<file path="config.mk">
export PLATFORM = sky130hd
export DESIGN_NAME = vdp_vram_slot_scheduler
export DESIGN_NICKNAME = d
export VERILOG_FILES = /design/src/rtl/vdp_vram_slot_scheduler.sv
export SDC_FILE = /design/constraint.sdc
export NUM_CORES = 1
export LEC_CHECK = 0
export BUFFER_PORTS_ARGS = -buffer_cell sky130_fd_sc_hd__buf_4
export CORE_ASPECT_RATIO = 0.75
export CORE_MARGIN = 2
export CORE_UTILIZATION = 28
export DETAILED_ROUTE_END_ITERATION = 7
export PLACE_DENSITY = 0.52
export SYNTH_ARGS = -nofsm -noshare
export SYNTH_HDL_FRONTEND = slang
export SYNTH_SLANG_ARGS = --single-unit
</file>
<file path="constraint.sdc">
create_clock -name clk_i -period 3.2 [get_ports clk_i]
set_clock_uncertainty 0.15 [all_clocks]
set_input_delay 0 -clock clk_i [delete_from_list [all_inputs] [get_ports clk_i]]
set_output_delay 0 -clock clk_i [all_outputs]
set_load 0.05 [all_outputs]
</file>
<file path="src/rtl/vdp_vram_slot_scheduler.sv">
// VRAM slot scheduler for the VDP.
//
// Splits each raster line's VRAM bandwidth between the line renderer, the CPU port and the
// DMA port. On every line that needs a prefetch the renderer owns VRAM exclusively for a
// sprite-scan phase followed by a tile-fetch phase; the rest of the line, and every line that
// does not prefetch, is shared round-robin between CPU and DMA.
//
// Ports:
//   clk_i, reset_ni        pixel clock, asynchronous active-low reset
//   line_ended_i           one-cycle pulse, raster_y_i already holds the new line
//   frame_ended_i          one-cycle pulse alongside line_ended_i when the raster wraps to 0
//   raster_y_i             current line from the timing generator
//   render_line_start_o    one-cycle pulse in the first sprite-phase cycle
//   render_sprite_en_o     high throughout the sprite phase
//   render_tile_en_o       high throughout the tile phase
//   fetch_line_o           line being prefetched (raster_y_i + 1, wrapping to 0)
//   cpu_req_i / cpu_ack_o  CPU level request / one-cycle grant
//   dma_req_i / dma_ack_o  DMA level request / one-cycle grant
//   vram_owner_o           0 none, 1 render, 2 cpu, 3 dma
//   overrun_o              sticky flag: a line ended while the renderer still owned VRAM
//   overrun_clear_i        synchronous clear for overrun_o (a simultaneous set wins)
module vdp_vram_slot_scheduler #(
  parameter int unsigned SpriteSlots   = 256,
  parameter int unsigned TileSlots     = 512,
  parameter int unsigned VActiveHeight = 480,
  parameter int unsigned VSize         = 517
) (
  input  logic       clk_i,
  input  logic       reset_ni,
  input  logic       line_ended_i,
  input  logic       frame_ended_i,
  input  logic [9:0] raster_y_i,
  output logic       render_line_start_o,
  output logic       render_sprite_en_o,
  output logic       render_tile_en_o,
  output logic [9:0] fetch_line_o,
  input  logic       cpu_req_i,
  output logic       cpu_ack_o,
  input  logic       dma_req_i,
  output logic       dma_ack_o,
  output logic [1:0] vram_owner_o,
  output logic       overrun_o,
  input  logic       overrun_clear_i
);

  typedef enum logic [1:0] {
    StIdle,
    StSprite,
    StTile,
    StFree
  } phase_e;

  localparam logic [9:0] SpriteLast   = 10'(SpriteSlots - 1);
  localparam logic [9:0] TileLast     = 10'(TileSlots - 1);
  localparam logic [9:0] LastLine     = 10'(VSize - 1);
  localparam logic [9:0] LastActive   = 10'(VActiveHeight - 1);

  localparam logic [1:0] OwnerNone   = 2'd0;
  localparam logic [1:0] OwnerRender = 2'd1;
  localparam logic [1:0] OwnerCpu    = 2'd2;
  localparam logic [1:0] OwnerDma    = 2'd3;

  // Round-robin pointer encoding: which requester wins a tie.
  localparam logic RrCpu = 1'b0;
  localparam logic RrDma = 1'b1;

  phase_e     phase_q, phase_d;
  logic [9:0] cnt_q, cnt_d;
  logic [9:0] fetch_line_q, fetch_line_d;
  logic       start_q, start_d;
  logic       rr_q, rr_d;
  logic       cpu_ack_q, cpu_ack_d;
  logic       dma_ack_q, dma_ack_d;
  logic       overrun_q, overrun_d;

  logic       last_line;
  logic       prefetch;
  logic       overrun_set;
  logic       grant_allowed;
  logic       cpu_cand;
  logic       dma_cand;

  // The last blank line prefetches line 0; the last active line has nothing to prefetch.
  assign last_line = (raster_y_i == LastLine);
  assign prefetch  = last_line || (raster_y_i < LastActive);

  // ---------------------------------------------------------------------------------------
  // State register
  // ---------------------------------------------------------------------------------------
  always_ff @(posedge clk_i or negedge reset_ni) begin
    if (!reset_ni) begin
      phase_q      <= StIdle;
      cnt_q        <= '0;
      fetch_line_q <= '0;
      start_q      <= 1'b0;
      rr_q         <= RrCpu;
      cpu_ack_q    <= 1'b0;
      dma_ack_q    <= 1'b0;
      overrun_q    <= 1'b0;
    end else begin
      phase_q      <= phase_d;
      cnt_q        <= cnt_d;
      fetch_line_q <= fetch_line_d;
      start_q      <= start_d;
      rr_q         <= rr_d;
      cpu_ack_q    <= cpu_ack_d;
      dma_ack_q    <= dma_ack_d;
      overrun_q    <= overrun_d;
    end
  end

  // ---------------------------------------------------------------------------------------
  // Next-state logic: phase sequencing and slot counter
  // ---------------------------------------------------------------------------------------
  always_comb begin
    phase_d      = phase_q;
    cnt_d        = cnt_q;
    fetch_line_d = fetch_line_q;
    start_d      = 1'b0;
    overrun_set  = 1'b0;

    if (line_ended_i) begin
      // A new line always restarts the schedule, even if the renderer had not finished.
      overrun_set = (phase_q == StSprite) || (phase_q == StTile);
      cnt_d       = '0;
      if (prefetch) begin
        phase_d      = StSprite;
        start_d      = 1'b1;
        fetch_line_d = last_line ? 10'd0 : raster_y_i + 10'd1;
      end else begin
        phase_d = StIdle;
      end
    end else begin
      unique case (phase_q)
        StSprite: begin
          if (cnt_q == SpriteLast) begin
            phase_d = StTile;
            cnt_d   = '0;
          end else begin
            cnt_d = cnt_q + 10'd1;
          end
        end
        StTile: begin
          if (cnt_q == TileLast) begin
            phase_d = StFree;
          end else begin
            cnt_d = cnt_q + 10'd1;
          end
        end
        StIdle, StFree: begin
          // Free arbitration; counter holds until the next line.
        end
      endcase
    end
  end

  // Set takes priority over clear so a fresh overrun is never lost.
  always_comb begin
    overrun_d = overrun_q;
    if (overrun_set) begin
      overrun_d = 1'b1;
    end else if (overrun_clear_i) begin
      overrun_d = 1'b0;
    end
  end

  // ---------------------------------------------------------------------------------------
  // CPU / DMA arbitration
  // ---------------------------------------------------------------------------------------
  // Grants are judged against the phase of the next cycle, so the ack never lands inside a
  // render phase and no grant is issued on the edge entering the sprite phase.
  assign grant_allowed = (phase_d == StFree) || (phase_d == StIdle);

  // A requester acked this cycle sits out one decision, so acks are never back to back.
  assign cpu_cand = cpu_req_i && !cpu_ack_q;
  assign dma_cand = dma_req_i && !dma_ack_q;

  always_comb begin
    cpu_ack_d = 1'b0;
    dma_ack_d = 1'b0;
    rr_d      = rr_q;
    if (grant_allowed) begin
      if (cpu_cand && dma_cand) begin
        if (rr_q == RrCpu) begin
          cpu_ack_d = 1'b1;
          rr_d      = RrDma;
        end else begin
          dma_ack_d = 1'b1;
          rr_d      = RrCpu;
        end
      end else if (cpu_cand) begin
        cpu_ack_d = 1'b1;
      end else if (dma_cand) begin
        dma_ack_d = 1'b1;
      end
    end
  end

  // ---------------------------------------------------------------------------------------
  // Outputs: decoded purely from registered state
  // ---------------------------------------------------------------------------------------
  always_comb begin
    render_line_start_o = start_q;
    render_sprite_en_o  = (phase_q == StSprite);
    render_tile_en_o    = (phase_q == StTile);
    fetch_line_o        = fetch_line_q;
    cpu_ack_o           = cpu_ack_q;
    dma_ack_o           = dma_ack_q;
    overrun_o           = overrun_q;
    vram_owner_o        = OwnerNone;
    if ((phase_q == StSprite) || (phase_q == StTile)) begin
      vram_owner_o = OwnerRender;
    end else if (cpu_ack_q) begin
      vram_owner_o = OwnerCpu;
    end else if (dma_ack_q) begin
      vram_owner_o = OwnerDma;
    end
  end

  // frame_ended_i carries no scheduling meaning; it must only ever accompany a wrap to line 0.
  frame_wrap_a : assert property (@(posedge clk_i) disable iff (!reset_ni)
      frame_ended_i |-> (line_ended_i && (raster_y_i == 10'd0)));

endmodule
</file>
Word-level counts from Yosys, hierarchy flattened

Cells that the tools add are included.

Add/sub/neg operators: 2
Order comparisons: 1
Equality and inequality tests: 7
Multiplexer cells: 27
Reductions and logical operators: 14

Operator list:

| operator                                                                | number |
|---|---|
| 10-bit two-way mux                                                      | 4 |
| 10-bit by 1-bit adder with 10-bit output (second input constant)        | 2 |
| 10-bit one-hot mux with 2 select lines                                  | 1 |
| 1-bit two-way mux                                                       | 15 |
| 2-bit two-way mux                                                       | 6 |
| 10-bit equality test (second input constant)                            | 1 |
| 10-bit by 8-bit equality test with 1-bit output (second input constant) | 1 |
| 10-bit by 9-bit equality test with 1-bit output (second input constant) | 1 |
| 10-bit by 9-bit < comparator with 1-bit output (second input constant)  | 1 |
| 2-bit AND reduction                                                     | 3 |
| 2-bit equality test (second input constant)                             | 2 |
| 2-bit one-hot mux with 2 select lines                                   | 1 |
| 1-bit logical AND                                                       | 3 |
| 1-bit logical OR                                                        | 3 |
| 3-bit inequality test (second input constant)                           | 1 |
| 3-bit nonzero test                                                      | 1 |
| 2-bit by 1-bit equality test with 1-bit output (second input constant)  | 1 |
| 1-bit zero test                                                         | 2 |
| 2-bit zero test                                                         | 1 |
| 2-bit nonzero test                                                      | 1 |

Bits in registers: 27
Input bits: 17
Output and inout bits: 18
Word-level logic and storage cells: 59

Depth between registers and ports, before layout

Depth after elaboration: 7
Mapped depth: 8

Worst setup path before layout

Ideal clock, no wire load.

Kind: flip-flop to flip-flop
From: register phase_q[0]
To: register cpu_ack_q (netlist: cpu_ack_o)
Setup time: 96 ps
Arrival: 2468 ps
Setup slack: 486 ps
Cell stages (with the launch flop): 9
Path buffers: 0
Clock period less this slack: 2714 ps
Path through: dfrtp_1 > inv_1 > ha_1 > nand2_1 > or4_1 > a221o_1 > a21o_1 > and2_1 > a311oi_2

Longest elaborated chain between the ends: 6
Elaborated cells on any way between the ends: 10
Those cells by class: 3 x eq/ne; 5 x mux; 2 x reduce/logical

Ends and longest elaborated chain:

| item                                                   | RTL line | text |
|---|---|---|
| start: declaration                                     | 67       | `phase_e phase_q, phase_d;` |
| start signal: assignment                               | 92       | `phase_q <= StIdle;` |
| start signal: assignment                               | 101      | `phase_q <= phase_d;` |
| 2-bit equality test *                                  | --       |  |
| net render_tile_en_o                                   | 35       | `output logic render_tile_en_o,` |
| 2-bit one-hot mux with 2 select lines *                | 134      | `unique case (phase_q)` |
| 2-bit two-way mux *                                    | 122      | `if (line_ended_i) begin` |
| 2-bit equality test or 2-bit zero test (tied branches) | 172      | `assign grant_allowed = (phase_d == StFree) \|\| (phase_d == StIdle);` |
| 1-bit logical OR *                                     | 172      |  |
| 1-bit two-way mux *                                    | 182      | `if (grant_allowed) begin` |
| net cpu_ack_d                                          | 72       | `logic cpu_ack_q, cpu_ack_d;` |
| end signal: assignment                                 | 106      | `cpu_ack_q <= cpu_ack_d;` |
| end: declaration                                       | 72       |  |

Mark *: on every way through the listed nets, which the timed path passes. The rest lies on a longest branch.
A chain may end at the register's enable or synchronous reset.

Final worst setup path

From: register phase_q[0]
To: register cpu_ack_q (netlist: cpu_ack_o)

Longest elaborated chain between the ends: 6
Elaborated cells on any way between the ends: 10
Those cells by class: 3 x eq/ne; 5 x mux; 2 x reduce/logical

Ends and longest elaborated chain:

| item                                                   | RTL line |
|---|---|
| 2-bit equality test (tied with other cells)            | 134 |
| 2-bit one-hot mux with 2 select lines *                | 134 |
| 2-bit two-way mux *                                    | 122 |
| 2-bit equality test or 2-bit zero test (tied branches) | 172 |
| 1-bit logical OR *                                     | 172 |
| 1-bit two-way mux *                                    | 182 |
| net cpu_ack_d                                          | 72 |

Marks and branches as above.

==> results.tsv <==
metric	value	unit
cts-buffers-inserted	3	
route.detailed.wl_per_inst	12.0	um
first_pass_grt_wire_length	5630	um
final_weighted_congestion_in_routability_driven_placement	0.733	
die_width	87.7	um
ys_warn_count	0	
grt_antenna_before_repair	0	
cts_buffer_depth	2	
post-synth-top-count-cell	dfrtp_1	
unrepaired_setup_endpoints_after_global_routing	false	
fmaxAchievable	325	MHz
crit_path_max_fo	7	
timing.final.max_slew_violations	0	
worst-endpoint-required	3.27	ns
ys_ff_latch	27	
hold_path.class	in -> async	
utilization	40.5	%
comb_power_share	33.0	%
synth.yosys.seq_area_share	46.0	%
critical_path_start_end_classification	reg -> reg	
sw_frac_of_total	36.8	%
cell_internal_power_dissipation	572	uW
critical_path_buf_inv_count	2	
ys_async_sr_fraction	100	%
placement.io_buffers	33	
synthesis.instances	151	
design.core.area	0.00498	mm^2
htreeDepth	1	
totalPowerFinal	905	uW
diodes	0	
regToRegSetupSlack	0.13	ns
critical_path.startpoint_type	flop	
synth_edf_count	0	
slowest_stage	dlygate4sd3_1	
synth.net_count	174	
max_slew_margin	60.6	%
effective_utilization_at_floorplan	29.5	%
io_pins	35	
total_wirelength_of_the_detailed_routed_design	3300	um
avgViaCountPerCell	4.57	
cellPowerDensity	448	mW/mm^2
route.antenna.remaining_nets	0	
first_global_vias	1197	
totalNegativeSetupSlack	0	ns
synth_common_cells	dfrtp_1 (27), nand2_1 (18), nor2_1 (13), o21ai_0 (11)	
clock-sinks	27	
die_height	66.8	um
final_min_period_over_clock_period	96.0	%
die_area	0.00585	mm^2
synth_area	0.00147	mm^2
largest_area_contributor_in_the_synthesized_netlist	dfrtp_1	
drv.max_cap_violation_count	0	
cts.root.buffer_cell	clkbuf_8	
syn_to_final_growth	37.4	%
critPathCaptureType	flop	
p_leak	0.917	nW
power.share.clock	22.6	%
dp_hpwl	2350	um
yosysUniqueCellTypes	43	
power.ir.vdd_worst	166	uV
worst_path_dominant_cell_family	compound AO/OA/AOI/OAI gates	
cpPeakStageDelay	0.57	ns
critical_path.cell_chain	inv_2 > ha_2 > or4_1 > a221o_1 > a21o_1 > and2_1 > a311oi_2 > dlygate4sd3_1	
worst-slew-pin-transition	0.591	ns
remaining_drc_errors	0	
drive_above_1_share	23.6	%
drt_first_iter_violations	69	
predominant_post_synthesis_flop_cell	dfrtp_1	
final_nets	227	
ranking_of_synthesized_cells_by_area	dfrtp_1 (46%), xor2_1 (6.0%), ha_1 (5.1%), nand2_1 (4.6%), o21ai_0 (3.7%)	
gr-usage-all-layers	12.3	%
core.rowCount	22	
overall_via_count_from_detail_route	1258	
largest_net_degree_at_the_start_of_global_routing	28	
min_period	3.07	ns
clk_latency	0.27	ns
timing_hold_violations_final	0	
clkSlewWorstSetupHoldPaths	0.10	ns
status	complete, no violations	
fillerInstances	503	
grt.overflow.total	0	
power_frac_seq	44.5	%
post_synthesis_average_cell_area	9.74	um^2
timing.final.setup_violations	0	
switchingPower	333	uW
yosysTopAreaCellShare	46.0	%
worst-endpoint-arrival	3.15	ns
detailedRoute.firstPassIterationCount	4	
cts_tree	done	
==> flip-flops by register name, summed over array words and instances (netlist names) <==
| name | flops |
|---|---|
| cpu_ack_o | 1 |
| render_line_start_o | 1 |
| cnt_q | 10 |
| phase_q | 2 |
| rr_q | 1 |
| fetch_line_o | 10 |
| dma_ack_o | 1 |
| overrun_o | 1 |
==> layer usage <==
| layer | track usage [%] | routed length, um | vias to the layer above |
|---|---|---|---|
| li1 | - | - | 639 |
| met1 | 17.8 | 1790 | 586 |
| met2 | 18.6 | 1360 | 33 |
| met3 | 3.59 | 155 | 0 |
| met4 | 1.73 | 0 | 0 |
| met5 | 0 | 0 | - |
==> layout make-up <==
cell class              count  area [um^2]  share of cell area (%)
clock buffers               3         41.3                    2.04
clock inverters             1         7.51                   0.372
inverters                  10         37.5                    1.86
multi-input cells         112          752                    37.2
flip-flops and latches     27          676                    33.5
well taps                  72         90.1                    4.46
repair buffers             50          415                    20.6
==> per-stage QoR <==
step	setup slack (ns)	cells	instance area, um^2	hold WS, ns
after floorplan	0.486	151	1470	-0.446
after global routing	0.00957	275	2020	0.0334
after CTS	0.0356	274	2010	0.00613
final	0.126	275	2020	0.0238
after global placement	0.623	254	1800	-0.204
after detailed placement	0.610	254	1800	-0.209
==> worst paths after layout <==
kind,to,cells after the start,from
worst max-delay path,cpu_ack_o$_DFF_PN0_,8,phase_q[0]$_DFF_PN0_
worst min-delay path,cnt_q[1]$_DFFE_PN0P_,2,reset_ni
worst max register to register,cpu_ack_o$_DFF_PN0_,8,phase_q[0]$_DFF_PN0_
worst min register to register,fetch_line_o[9]$_DFFE_PN0P_,1,fetch_line_o[9]$_DFFE_PN0P_
max in group asynchronous,fetch_line_o[2]$_DFFE_PN0P_,2,reset_ni
min in group clk_i,fetch_line_o[1]$_DFFE_PN0P_,4,raster_y_i[1]
==> worst reg2reg max path: cells and delay by family (launching register included) <==
kind	cells	cell delay, ns
AO/OA/AOI/OAI	3	0.80
adder cells (fa/ha/maj)	1	0.31
buffers and inverters	2	0.65
flip-flops	1	0.40
AND/OR/NAND/NOR	2	0.72
==> cell families after synthesis <==
logic type | after synthesis | synth area share, %
simple gates | 57 | 20.2
compound gates | 33 | 15.7
flops | 27 | 46.0
xor+xnor | 15 | 8.94
buf+inv | 12 | 3.32
fa+ha+maj | 6 | 5.11
mux | 1 | 0.766
==> power groups by stage <==
stage,Sequential (mW),Clock [mW],Combinational [mW]
global route,0.408,0.231,0.320
CTS,0.403,0.217,0.298
floorplan,0.492,0,0.0981
finish,0.403,0.204,0.298
detailed placement,0.409,0,0.279
global placement,0.410,0,0.278
==> cells in the final DEF (no fill, tap or decap), types with 2 or more instances in the layout <==
| cell | netlist | final |
|---|---|---|
| buf_4 | 1 | 34 |
| dfrtp_1 | 27 | 27 |
| nand2_1 | 18 | 18 |
| dlygate4sd3_1 | 0 | 16 |
| nor2_1 | 13 | 13 |
| o21ai_0 | 11 | 11 |
| xor2_1 | 10 | 10 |
| inv_1 | 10 | 9 |
| xnor2_1 | 5 | 5 |
| ha_1 | 6 | 5 |
| o31ai_1 | 4 | 4 |
| nand3_1 | 4 | 4 |
| nor3_1 | 3 | 3 |
| and2_1 | 3 | 3 |
| a21oi_1 | 3 | 3 |
| nand4_1 | 3 | 3 |
| clkbuf_8 | 0 | 3 |
| and4_1 | 2 | 2 |
| a31o_2 | 2 | 2 |
==> what timing repair did <==
action	in CTS	in global routing
gates resized for setup	0	3
buffers inserted	0	1
hold buffers	16	0
setup endpoints to repair	0	1
endpoints found under the hold margin	44	0
(Power assumes the default switching activity.)
